### src/rtl/fetch_unit_pkg.sv
// Shared definitions for the instruction-fetch stage: state encoding and parameter defaults.
// The optional stall counter is enabled with the FETCH_STALL_COUNT_EN macro.
package fetch_unit_pkg;

    localparam int PC_W_DEF     = 7;
    localparam int INSTR_W_DEF  = 32;
    localparam int RESET_PC_DEF = 0;
    localparam int STALL_W      = 16;

    typedef enum logic [1:0] {
        IDLE  = 2'd0,
        REQ   = 2'd1,
        HOLD  = 2'd2,
        DRAIN = 2'd3
    } fetch_state_e;

endpackage

### src/rtl/fetch_hold_buf.sv
// One-entry buffer that parks a fetched word (and its next_pc) while the IF/ID latch is stalled.
// Clear wins over load so a redirect always drops the parked word.
module fetch_hold_buf
    import fetch_unit_pkg::*;
#(
    parameter int PC_W    = PC_W_DEF,
    parameter int INSTR_W = INSTR_W_DEF
) (
    input  logic               clk,
    input  logic               rst,
    input  logic               load_i,
    input  logic               clear_i,
    input  logic [INSTR_W-1:0] data_i,
    input  logic [PC_W-1:0]    pc_i,
    output logic               valid_o,
    output logic [INSTR_W-1:0] data_o,
    output logic [PC_W-1:0]    pc_o
);

    logic               valid_q, valid_d;
    logic [INSTR_W-1:0] data_q, data_d;
    logic [PC_W-1:0]    pc_q, pc_d;

    always_comb begin
        valid_d = valid_q;
        data_d  = data_q;
        pc_d    = pc_q;
        if (clear_i) begin
            valid_d = 1'b0;
            data_d  = '0;
            pc_d    = '0;
        end else if (load_i) begin
            valid_d = 1'b1;
            data_d  = data_i;
            pc_d    = pc_i;
        end
    end

    always_ff @(posedge clk) begin
        if (rst) begin
            valid_q <= 1'b0;
            data_q  <= '0;
            pc_q    <= '0;
        end else begin
            valid_q <= valid_d;
            data_q  <= data_d;
            pc_q    <= pc_d;
        end
    end

    assign valid_o = valid_q;
    assign data_o  = data_q;
    assign pc_o    = pc_q;

endmodule

### src/rtl/fetch_unit.sv
// Instruction-fetch stage: owns the PC, runs one-outstanding req/ack fetches and feeds the IF/ID latch.
// Define FETCH_STALL_COUNT_EN to add the saturating stall_cycles counter output.
module fetch_unit
    import fetch_unit_pkg::*;
#(
    parameter int PC_W     = PC_W_DEF,
    parameter int INSTR_W  = INSTR_W_DEF,
    parameter int RESET_PC = RESET_PC_DEF
) (
    input  logic               clk,
    input  logic               rst,
    input  logic               stop,
    input  logic               branch_taken,
    input  logic [PC_W-1:0]    branch_target,
    output logic               imem_req,
    output logic [PC_W-1:0]    imem_addr,
    input  logic               imem_ack,
    input  logic [INSTR_W-1:0] imem_rdata,
    output logic [PC_W-1:0]    next_pc,
    output logic [INSTR_W-1:0] instruction,
    output logic               ena
`ifdef FETCH_STALL_COUNT_EN
    ,
    output logic [STALL_W-1:0] stall_cycles
`endif
);

    localparam logic [PC_W-1:0] PC_RST = PC_W'(RESET_PC);
    localparam logic [PC_W-1:0] PC_ONE = PC_W'(1);

    fetch_state_e       state_q, state_d;
    logic [PC_W-1:0]    pc_q, pc_d;
    logic [PC_W-1:0]    drain_addr_q, drain_addr_d;
    logic [PC_W-1:0]    next_pc_q, next_pc_d;
    logic [INSTR_W-1:0] instr_q, instr_d;
    logic               ena_q, ena_d;
    logic [PC_W-1:0]    pc_plus1;

    logic               hold_load, hold_clear, hold_valid;
    logic [INSTR_W-1:0] hold_data;
    logic [PC_W-1:0]    hold_pc;

    assign pc_plus1 = pc_q + PC_ONE;

    fetch_hold_buf #(
        .PC_W    (PC_W),
        .INSTR_W (INSTR_W)
    ) u_hold (
        .clk     (clk),
        .rst     (rst),
        .load_i  (hold_load),
        .clear_i (hold_clear),
        .data_i  (imem_rdata),
        .pc_i    (pc_plus1),
        .valid_o (hold_valid),
        .data_o  (hold_data),
        .pc_o    (hold_pc)
    );

    always_comb begin
        state_d      = state_q;
        pc_d         = pc_q;
        drain_addr_d = drain_addr_q;
        next_pc_d    = next_pc_q;
        instr_d      = instr_q;
        ena_d        = ena_q;
        hold_load    = 1'b0;
        hold_clear   = 1'b0;

        if (branch_taken) begin
            // Redirect overrides stop: presented and parked words both die here.
            pc_d       = branch_target;
            ena_d      = 1'b0;
            hold_clear = 1'b1;
            unique case (state_q)
                REQ: begin
                    if (imem_ack) begin
                        state_d = REQ;
                    end else begin
                        state_d      = DRAIN;
                        drain_addr_d = pc_q;
                    end
                end
                DRAIN:   state_d = imem_ack ? REQ : DRAIN;
                default: state_d = REQ;
            endcase
        end else begin
            unique case (state_q)
                IDLE: state_d = REQ;
                DRAIN: begin
                    if (imem_ack) state_d = REQ;
                    if (!stop) ena_d = 1'b0;
                end
                HOLD: begin
                    if (!stop) begin
                        instr_d    = hold_data;
                        next_pc_d  = hold_pc;
                        ena_d      = hold_valid;
                        hold_clear = 1'b1;
                        state_d    = REQ;
                    end
                end
                REQ: begin
                    if (stop) begin
                        if (imem_ack) begin
                            hold_load = 1'b1;
                            pc_d      = pc_plus1;
                            state_d   = HOLD;
                        end
                    end else if (imem_ack) begin
                        instr_d   = imem_rdata;
                        next_pc_d = pc_plus1;
                        ena_d     = 1'b1;
                        pc_d      = pc_plus1;
                    end else begin
                        ena_d = 1'b0;
                    end
                end
                default: state_d = IDLE;
            endcase
        end
    end

    always_ff @(posedge clk) begin
        if (rst) begin
            state_q      <= IDLE;
            pc_q         <= PC_RST;
            drain_addr_q <= PC_RST;
            next_pc_q    <= '0;
            instr_q      <= '0;
            ena_q        <= 1'b0;
        end else begin
            state_q      <= state_d;
            pc_q         <= pc_d;
            drain_addr_q <= drain_addr_d;
            next_pc_q    <= next_pc_d;
            instr_q      <= instr_d;
            ena_q        <= ena_d;
        end
    end

    // A draining request keeps its original address so the handshake stays stable.
    assign imem_req    = (state_q == REQ) || (state_q == DRAIN);
    assign imem_addr   = (state_q == DRAIN) ? drain_addr_q : pc_q;
    assign next_pc     = next_pc_q;
    assign instruction = instr_q;
    assign ena         = ena_q;

`ifdef FETCH_STALL_COUNT_EN
    logic [STALL_W-1:0] stall_q, stall_d;

    always_comb begin
        stall_d = stall_q;
        if (stop && (stall_q != {STALL_W{1'b1}})) stall_d = stall_q + STALL_W'(1);
    end

    always_ff @(posedge clk) begin
        if (rst) stall_q <= '0;
        else     stall_q <= stall_d;
    end

    assign stall_cycles = stall_q;
`endif

endmodule

### config.mk
export PLATFORM = sky130hd
export DESIGN_NAME = fetch_unit
export DESIGN_NICKNAME = d
export VERILOG_FILES = /design/src/rtl/fetch_unit_pkg.sv /design/src/rtl/fetch_hold_buf.sv /design/src/rtl/fetch_unit.sv
export SDC_FILE = /design/constraint.sdc
export NUM_CORES = 1
export LEC_CHECK = 0
export CELL_PAD_IN_SITES_DETAIL_PLACEMENT = 1
export CELL_PAD_IN_SITES_GLOBAL_PLACEMENT = 2
export CORE_UTILIZATION = 30
export DETAILED_ROUTE_END_ITERATION = 10
export GPL_TIMING_DRIVEN = 0
export HOLD_SLACK_MARGIN = 0.08
export PLACE_DENSITY = 0.85
export SLEW_MARGIN = 20
export SYNTH_ARGS = -nofsm -noshare
export SYNTH_HDL_FRONTEND = slang
export SYNTH_SLANG_ARGS = --single-unit
### constraint.sdc
create_clock -name clk -period 2.3 [get_ports clk]
set_clock_uncertainty 0.05 [all_clocks]
set_input_delay 0.23 -clock clk [delete_from_list [all_inputs] [get_ports clk]]
set_output_delay 0.23 -clock clk [all_outputs]
set_load 0.005 [all_outputs]
Yosys cells after proc, flatten, opt, wreduce, memory -nomap -nowiden --
Cells that the tools add are included.
Word-level totals: logic and storage cells 67, flip-flop bits (word level) 96, input port bits 44, output and inout bits 48
Cells by class: add/sub/neg operators 1, eq/ne operators 11, reductions and logical operators 14, mux-type cells 30, bitwise operators 2
Operators by type and width (number):
- 2-to-1 mux 32 bit | 3
- one-hot mux 32 bit (2 select lines) | 1
- 2-to-1 mux 7 bit | 6
- 2-to-1 mux 2 bit | 7
- one-hot mux 7 bit (2 select lines) | 1
- inequality test 3 bit (second input constant) | 4
- 2-to-1 mux 1 bit | 10
- inequality test 2 bit (second input constant) | 4
- one-hot mux 2 bit (4 select lines) | 1
- AND reduction 4 bit | 2
- adder 7 x 1 -> 7 bit (second input constant) | 1
- nonzero test 2 bit | 3
- OR reduction 2 bit | 3
- AND reduction 5 bit | 1
- equality test 2 bit (second input constant) | 2
- one-hot mux 1 bit (3 select lines) | 1
- AND reduction 3 bit | 1
- nonzero test 3 bit | 1
- equality test 2 x 1 -> 1 bit (second input constant) | 1
- zero test 2 bit | 1
- inverter 1 bit | 2
- AND reduction 2 bit | 1
- logical OR 1 bit | 1

Longest topological paths before layout --
Gate-level depths: netlist (run 1).
word-level depth 4, depth in mapped cells 8, depth with buffers taken out 6

By module --
From an unflattened synthesis (run 1), not the netlist that was laid out.
Unflattened totals: cells, all modules 438, area total of the unflattened synthesis 4214.0 µm²
Modules (own cells, without submodules):
- fetch_unit | cells each 307, instances 1, area each 2777.7 µm², seq. area each 1121.1 µm²
- fetch_hold_buf | cells each 131, instances 1, area each 1436.4 µm², seq. area each 800.8 µm²

Least setup slack after synthesis (run 1) --
OpenSTA, ideal clock, no wires.
kind reg-to-reg, start register state_q[0], end register next_pc_q[4], in the netlist next_pc[4], path slack 0.499 ns, cell stages (with the launch flop) 8, arrival time 1.683 ns, data required time 2.182 ns, period minus slack after synthesis 1.801 ns, setup time 0.068 ns, path buffers 1, cells stage by stage dfxtp_1 -> inv_1 -> ha_1 -> o21a_1 -> or3_1 -> buf_2 -> a211o_1 -> a21oi_2
Between the ends: word-level cells in the longest chain between the ends 3, elaborated cells between the ends (all ways) 8, those cells by class eq/ne (5); mux (1); reduce/logical (2)
Ends and longest elaborated chain:
- from (decl) | RTL line fetch_unit.sv:31 | fetch_state_e state_q, state_d;
- from (signal assigned) | RTL line fetch_unit.sv:133 | state_q <= state_d;
- equality test 2 x 1 -> 1 bit or equality test 2 bit (tied branches) | RTL line fetch_unit.sv:88 | unique case (state_q)
- inequality test 2 bit (no line) or nonzero test 2 bit (tied branches)
- AND reduction 5 bit (no line)
- to (signal assigned) | RTL line fetch_unit.sv:136 | next_pc_q <= next_pc_d;
- to (decl) | RTL line fetch_unit.sv:34 | logic [PC_W-1:0] next_pc_q, next_pc_d;
Several ways; a longest one is shown, not always the timed one. A chain may end at the register's enable or synchronous reset.

Worst setup path in the final report (run 1) --
start register state_q[0], end output port imem_addr[6]
Between the ends: word-level cells in the longest chain between the ends 2
Ends and longest elaborated chain:
- equality test 2 bit | RTL line fetch_unit.sv:144 | assign imem_addr = (state_q == DRAIN) ? drain_addr_q : pc_q;
- 2-to-1 mux 7 bit | RTL line fetch_unit.sv:144
- to (decl) | RTL line fetch_unit.sv:16 | output logic [PC_W-1:0] imem_addr,
No other way between the ends.

==> run_results.csv, run 1 <==
group,metric,value,unit
outcome,outcome,"finished, final reports clean",
synth,yosys.area_share.simple,16.9,%
synth,synth.distinct_cells,41,
clocking,clock-sinks,96,
synth,synthArstFlopShare,0,%
finish,final_area,5660,µm²
critical_path,reg2reg_to,"next_pc[4]$_SDFFE_PP0P_",
detailed_routing,drt_iter0_markers,142,
min_path,min_delay_path_depth,3,
synth,ys_ff_latch,96,
synth,avgSynthCellArea,8.68,µm²
finish,final_cell_mix,"dfxtp_1, clkdlybuf4s50_1, nand2_1",
detailed_routing,drtPass1Iterations,4,
synth,synth_nets,531,
synth,synth_edf_count,0,
sta,setup_viol,0,
synth,synth_top_family_by_area,"simple AND/OR/NAND/NOR gates",
min_path,hp-class,"primary input to register",
sta,whs,0.406,ns
placed_design,hpwl,8.80,mm
clocking,hold_buffers,0,
floorplan,fp.dieH,120,µm
pwr,clkPwrFrac,40.2,%
critical_path,crit_fanout,10,
finish,final_layout_size_suffix_gt1_share,8.86,%
detailed_routing,antenna_left,0,
finish,num_antenna_cells,0,
global_routing,grt_use_met2,30.2,%
sta,max-slew-margin-rel,49.5,%
sta,worst_slew_pin_slew,0.758,ns
critical_path,cp-endpoint,"imem_addr[6]",
floorplan,coreArea,13400,µm²
floorplan,ios,92,
global_routing,grt_pass1_vias,3875,
global_routing,grt_remaining_overflow,0,
clocking,postCtsSetupBuffers,0,
clocking,cts_buffers,9,
detailed_routing,drc,0,
sta,rsz0062_at_grt,"no",
synth,ys.flop_type,"dfxtp_1",
global_routing,top_usage_layer,"met2",
synth,netlist_instances,481,
clocking,cts-htree-levels,3,
sta,final_max_slew_viol_count,0,
clocking,insertion_delay,0.35,ns
finish,area_growth,35.6,%
critical_path,end_kind,"output pin",
synth,ys_seq_area_share,46.1,%
critical_path,crit_arrival,1.94,ns
synth,muxShareOfSynthArea,11.9,%
sta,fmax,451,MHz
synth,yosys.area_share.adder,1.80,%
clocking,cts-root-buf,"clkbuf_16",
critical_path,startpoint,"state_q[0]$_SDFFE_PP0P_",
detailed_routing,viasPerCell,4.85,
floorplan,die_x,120,µm
detailed_routing,drt-wirelength-per-cell,15.8,µm
pwr,intPower,3270,µW
sta,period_needed,2.22,ns
global_routing,use_met1,20.8,%
floorplan,rows,42,
critical_path,critical_path_required,2.02,ns
run,drv_cap,0,
critical_path,crit_type,"register to output pin",
finish,final_nets,632,
clocking,clock_path_buffers,2,
pwr,seq_power_share,41.3,%
finish,final_common_cell,"dfxtp_1",
sta,timing.final.crit_share,96.4,%
critical_path,rrSetupSlack,0.18,ns
synth,synth_xor_area_share,1.68,%
placed_design,placed_cell_area,5290,µm²
detailed_routing,num_vias,3699,
critical_path,r2r_cells,7,
placed_design,io_buffer_count,90,
pwr,pwr-share-comb,18.5,%
synth,netlist_area,4170,µm²
critical_path,regToRegStartpoint,"state_q[1]$_SDFFE_PP0P_",
pwr,leakagePower,0.00201,µW
sta,final_hold_viol_count,0,
clocking,tritoncts,"yes",
global_routing,grt_first_pass_wirelength,19.3,mm
synth,yosysWarnings,0,
finish,nFillCells,1568,
critical_path,cp-start-kind,"register",
clocking,clk_pin_slew,0.07,ns
global_routing,antenna_found_initial,0,
pwr,ir_drop,0.000329,V
global_routing,gr-usage-met3,2.85,%
pwr,switching_power,1140,µW
finish,utilization,42.2,%
placed_design,gp_congestion,0.775,
floorplan,initial_core_util,31.1,%
synth,synth_compound_area_share,16.9,%
detailed_routing,routed_wl,12.1,mm
global_routing,grt_usage,17.2,%
floorplan,dieArea,14400,µm²
pwr,p_sw_share,25.9,%
global_routing,grt_start_max_net_pins,17,
pwr,power_density,781,nW/µm²
per-stage QoR:
step | setup WS (ns) | power (µW) | std cells | setup TNS [ns]
2_1_floorplan | 0.499 | 2280 | 481 | 0
3_3_place_gp | -0.0536 | 2660 | 747 | -0.473
3_5_place_dp | -0.0819 | 2680 | 747 | -0.756
4_1_cts | 0.0288 | 4450 | 763 | 0
5_1_grt | 0.00853 | 4610 | 763 | 0
6_report | 0.0838 | 4420 | 763 | 0
kinds of logic (layout without fill, tap and decap cells):
| logic type | after synthesis | in the layout |
|---|---|---|
| buf+inv | 47 | 153 |
| xor+xnor | 8 | 8 |
| flops | 96 | 96 |
| mux | 49 | 49 |
| fa+ha+maj | 6 | 6 |
| simple gates | 169 | 169 |
| compound gates | 106 | 106 |
worst max-delay path: stages, from the launching register on:
cell and delay (ns):
dfxtp_2 0.37, ha_1 0.22, buf_4 0.20, mux2_2 0.35, clkdlybuf4s50_1 0.45
metal layers:
layer | share of wire [%] | vias up | wire [µm]
met3 | 3.3 | 11 | 393
met5 | 0 | - | 0
met2 | 50 | 56 | 6020
li1 | - | 1842 | -
met1 | 45 | 1790 | 5450
met4 | 1.6 | 0 | 191
final cells by class:
| cell class | instances | area [µm²] | share of cell area [%] |
|---|---|---|---|
| Buffer | 38 | 169 | 2.99 |
| Clock inverter | 6 | 113 | 1.99 |
| Multi-Input combinational cell | 338 | 2060 | 36.4 |
| Sequential cell | 96 | 1920 | 34.0 |
| Clock buffer | 10 | 239 | 4.22 |
| Inverter | 9 | 33.8 | 0.597 |
| Tap cell | 176 | 220 | 3.89 |
| Timing Repair Buffer | 90 | 901 | 15.9 |
registers in the layout (all words and copies together) (netlist names):
register	flops
u_hold.data_o	32
pc_q	7
next_pc	7
ena	1
drain_addr_q	7
instruction	32
u_hold.pc_o	7
u_hold.valid_o	1
state_q	2
synth_stat cells, types with 2 or more instances:
| cell type | n | area share (%) |
|---|---|---|
| buf_1 | 4 | 0.36 |
| o21ai_0 | 6 | 0.72 |
| xnor2_1 | 3 | 0.63 |
| xor2_1 | 5 | 1.0 |
| a211o_1 | 2 | 0.42 |
| buf_2 | 17 | 2.0 |
| mux2i_1 | 43 | 10 |
| nand3_1 | 4 | 0.48 |
| or3_1 | 3 | 0.45 |
| o41ai_2 | 2 | 0.78 |
| dfxtp_1 | 96 | 46 |
| nor3_1 | 6 | 0.72 |
| mux2_2 | 6 | 1.6 |
| and3_1 | 2 | 0.30 |
| inv_1 | 9 | 0.81 |
| clkbuf_1 | 17 | 1.5 |
| nor2_1 | 55 | 4.9 |
| o21a_1 | 5 | 0.90 |
| nand2_1 | 86 | 7.7 |
| nand2b_1 | 3 | 0.45 |
| a21oi_2 | 2 | 0.42 |
| a211oi_1 | 39 | 7.0 |
| a21oi_1 | 41 | 4.9 |
| nand3b_1 | 2 | 0.36 |
| ha_1 | 6 | 1.8 |
| o31a_1 | 2 | 0.42 |
power by group through the flow:
stage          combinational, µW  sequential, µW  clock [µW]
6_report                     817            1820        1780
5_1_grt                      895            1840        1870
4_1_cts                      826            1820        1800
3_5_place_dp                 820            1860           0
3_3_place_gp                 800            1860           0
2_1_floorplan                423            1850           0
how the worst min path moves through the flow:
stage | start | end | slack, ns
2_1_floorplan | imem_rdata[0] | u_hold.data_o[0]$_SDFFE_PP0P_ | 0.32
3_5_place_dp | u_hold.data_o[8]$_SDFFE_PP0P_ | u_hold.data_o[8]$_SDFFE_PP0P_ | 0.40
5_1_grt | u_hold.pc_o[1]$_SDFFE_PP0P_ | u_hold.pc_o[1]$_SDFFE_PP0P_ | 0.43
3_3_place_gp | u_hold.data_o[28]$_SDFFE_PP0P_ | u_hold.data_o[28]$_SDFFE_PP0P_ | 0.39
4_1_cts | branch_target[4] | pc_q[4]$_SDFFE_PP0P_ | 0.41
6_report | branch_target[4] | pc_q[4]$_SDFFE_PP0P_ | 0.41
repair_timing:
item                       CTS  global route
hold endpoints to repair     0             0
gates resized for setup      3             4
setup endpoints to repair    8            17
gates cloned                 0             0
Note: power is estimated with default switching activity, not from simulation.
==> inputs of run 2 (changes only) <==
- CORE_UTILIZATION: 30 -> 31
- SYNTH_HIERARCHICAL: not set -> 1
==> run_results.csv, run 2 <==
group,metric,value,unit
outcome,outcome,"finished, final reports clean",
finish,layoutNonFillerInstCount,723,
floorplan,fp.dieH,119,µm
detailed_routing,met3_wirelength,449,µm
detailed_routing,drtPass1Iterations,4,
clocking,hold_buffers,0,
detailed_routing,drt-wirelength-per-cell,15.7,µm
detailed_routing,wl_met1,5.19,mm
floorplan,initial_core_util,31.8,%
sta,whs,0.406,ns
clocking,cts_buffers,9,
synth,avgSynthCellArea,9.62,µm²
critical_path,crit_arrival,1.92,ns
synth,ys_seq_area_share,45.6,%
clocking,clk_pin_slew,0.07,ns
clocking,cts-root-buf,"clkbuf_16",
global_routing,grt_start_max_net_pins,17,
synth,yosysWarnings,6,
synth,ys.flop_type,"dfxtp_1",
detailed_routing,route.met2.wl,5.53,mm
critical_path,crit_fanout,10,
finish,area_growth,34.7,%
synth,yosys.area.top_type_share,45.6,%
sta,worst_slew_pin_slew,0.750,ns
critical_path,crit_type,"register to output pin",
detailed_routing,top_layer,"met4",
synth,synthArstFlopShare,0,%
floorplan,dieArea,14100,µm²
pwr,ir_drop,0.000293,V
finish,final_common_cell,"dfxtp_1",
detailed_routing,drc,0,
detailed_routing,drt_iter0_markers,143,
synth,netlist_instances,438,
detailed_routing,antenna_left,0,
placed_design,dpl.cell_count,705,
sta,timing.final.crit_share,95.7,%
finish,utilization,42.9,%
clocking,tritoncts,"yes",
placed_design,gp_congestion,0.753,
global_routing,grt_pass1_vias,3657,
sta,final_max_slew_viol_count,0,
synth,synth_edf_count,0,
clocking,clock-sinks,96,
critical_path,end_kind,"output pin",
synth,ys_ff_latch,96,
floorplan,rows,42,
clocking,insertion_delay,0.34,ns
floorplan,coreArea,13200,µm²
clocking,cts-htree-levels,3,
placed_design,hpwl,8.30,mm
sta,final_hold_viol_count,0,
sta,max-slew-margin-rel,50.0,%
floorplan,die_x,119,µm
pwr,leakagePower,0.00204,µW
placed_design,io_buffer_count,91,
run,drv_cap,0,
detailed_routing,routed_wl,11.4,mm
synth,yosys.area.top_type,"dfxtp_1",
critical_path,cp-start-kind,"register",
pwr,power_density,736,nW/µm²
synth,yosysMostFrequentCell,"dfxtp_1",
synth,synth_nets,488,
synth,netlist_area,4210,µm²
detailed_routing,num_vias,3506,
global_routing,grt_remaining_overflow,0,
finish,final_cell_mix,"dfxtp_1, clkdlybuf4s50_1, nor2_1",
finish,final_layout_size_suffix_gt1_share,9.51,%
sta,rsz0062_at_grt,"no",
synth,ys_top_cells_by_area,"dfxtp_1, mux2i_1, nor2_1",
synth,synth.distinct_cells,38,
detailed_routing,viasPerCell,4.85,
clocking,clock_path_buffers,2,
finish,num_antenna_cells,0,
finish,nFillCells,1526,
global_routing,antenna_found_initial,0,
min_path,hp-class,"primary input to register",
synth,synth_common_cells,"dfxtp_1, nor2_1, mux2i_1",
critical_path,critical_path_required,2.02,ns
sta,period_needed,2.20,ns
global_routing,grt_first_pass_wirelength,18.5,mm
floorplan,ios,92,
sta,setup_viol,0,
global_routing,grt_usage,17.0,%
sta,fmax,454,MHz
finish,final_nets,592,
[run 2: repair_timing]
action	in CTS	in global routing
pin swaps	0	1
gates resized for setup	3	3
buffers inserted	0	2
endpoints found under the setup margin	44	38
[run 2: cell type report]
class | instances | area [µm²] | area share [%]
plain buffers | 32 | 184 | 3.24
clock buffers | 10 | 229 | 4.03
clock inverters | 6 | 68.8 | 1.21
inverters | 8 | 30.0 | 0.529
multi-input cells | 302 | 2100 | 36.9
flip-flops and latches | 96 | 1920 | 33.9
well taps | 176 | 220 | 3.88
repair buffers | 93 | 926 | 16.3
[run 2: stage by stage]
| step | total power [µW] | TNS [ns] | cell area (µm²) | setup WS, ns |
|---|---|---|---|---|
| after floorplan | 2290 | 0 | 4210 | 0.339 |
| after global placement | 2670 | -10.35 | 5350 | -0.175 |
| after detailed placement | 2690 | -8.60 | 5350 | -0.136 |
| after CTS | 4220 | 0 | 5650 | 0.0128 |
| after global routing | 4380 | 0 | 5680 | 0.0158 |
| final | 4180 | 0 | 5680 | 0.0994 |
[run 2: worst paths after layout]
check | from | to | slack, ns | cells after the start
worst max-delay path | state_q[0]$_SDFFE_PP0P_ | imem_addr[5] | 0.1 | 4
worst max register to register | state_q[1]$_SDFFE_PP0P_ | next_pc[2]$_SDFFE_PP0P_ | 0.11 | 8
worst min register to register | next_pc[3]$_SDFFE_PP0P_ | next_pc[3]$_SDFFE_PP0P_ | 0.41 | 2
worst min-delay path | branch_target[4] | pc_q[4]$_SDFFE_PP0P_ | 0.41 | 3
[run 2: routing by layer]
metal | up-vias | track usage [%]
li1 | 1726 | -
met3 | 12 | 3.52
met5 | - | 0
met2 | 66 | 28.8
met4 | 0 | 7.20
met1 | 1702 | 20.6
[run 2: worst max-delay path, cell delays in order, from the launching register on]
cell and delay [ns]:
dfxtp_2 0.37, ha_1 0.20, clkbuf_4 0.21, mux2_2 0.34, clkdlybuf4s50_1 0.44
[run 2: report_power, final]
| group | internal [µW] | switching [µW] | leakage, µW |
|---|---|---|---|
| combinational | 439 | 390 | 0.00112 |
| sequential | 1760 | 69.3 | 0.000780 |
| clock | 850 | 671 | 0.000143 |
[run 2: logic make-up after synthesis]
kind of cell | share of synthesized area (%)
AND/OR/NAND/NOR | 13.7
flip-flops | 45.6
multiplexers | 21.1
AO/OA/AOI/OAI | 11.4
buffers and inverters | 4.93
XOR/XNOR | 1.45
adder cells (fa/ha/maj) | 1.78
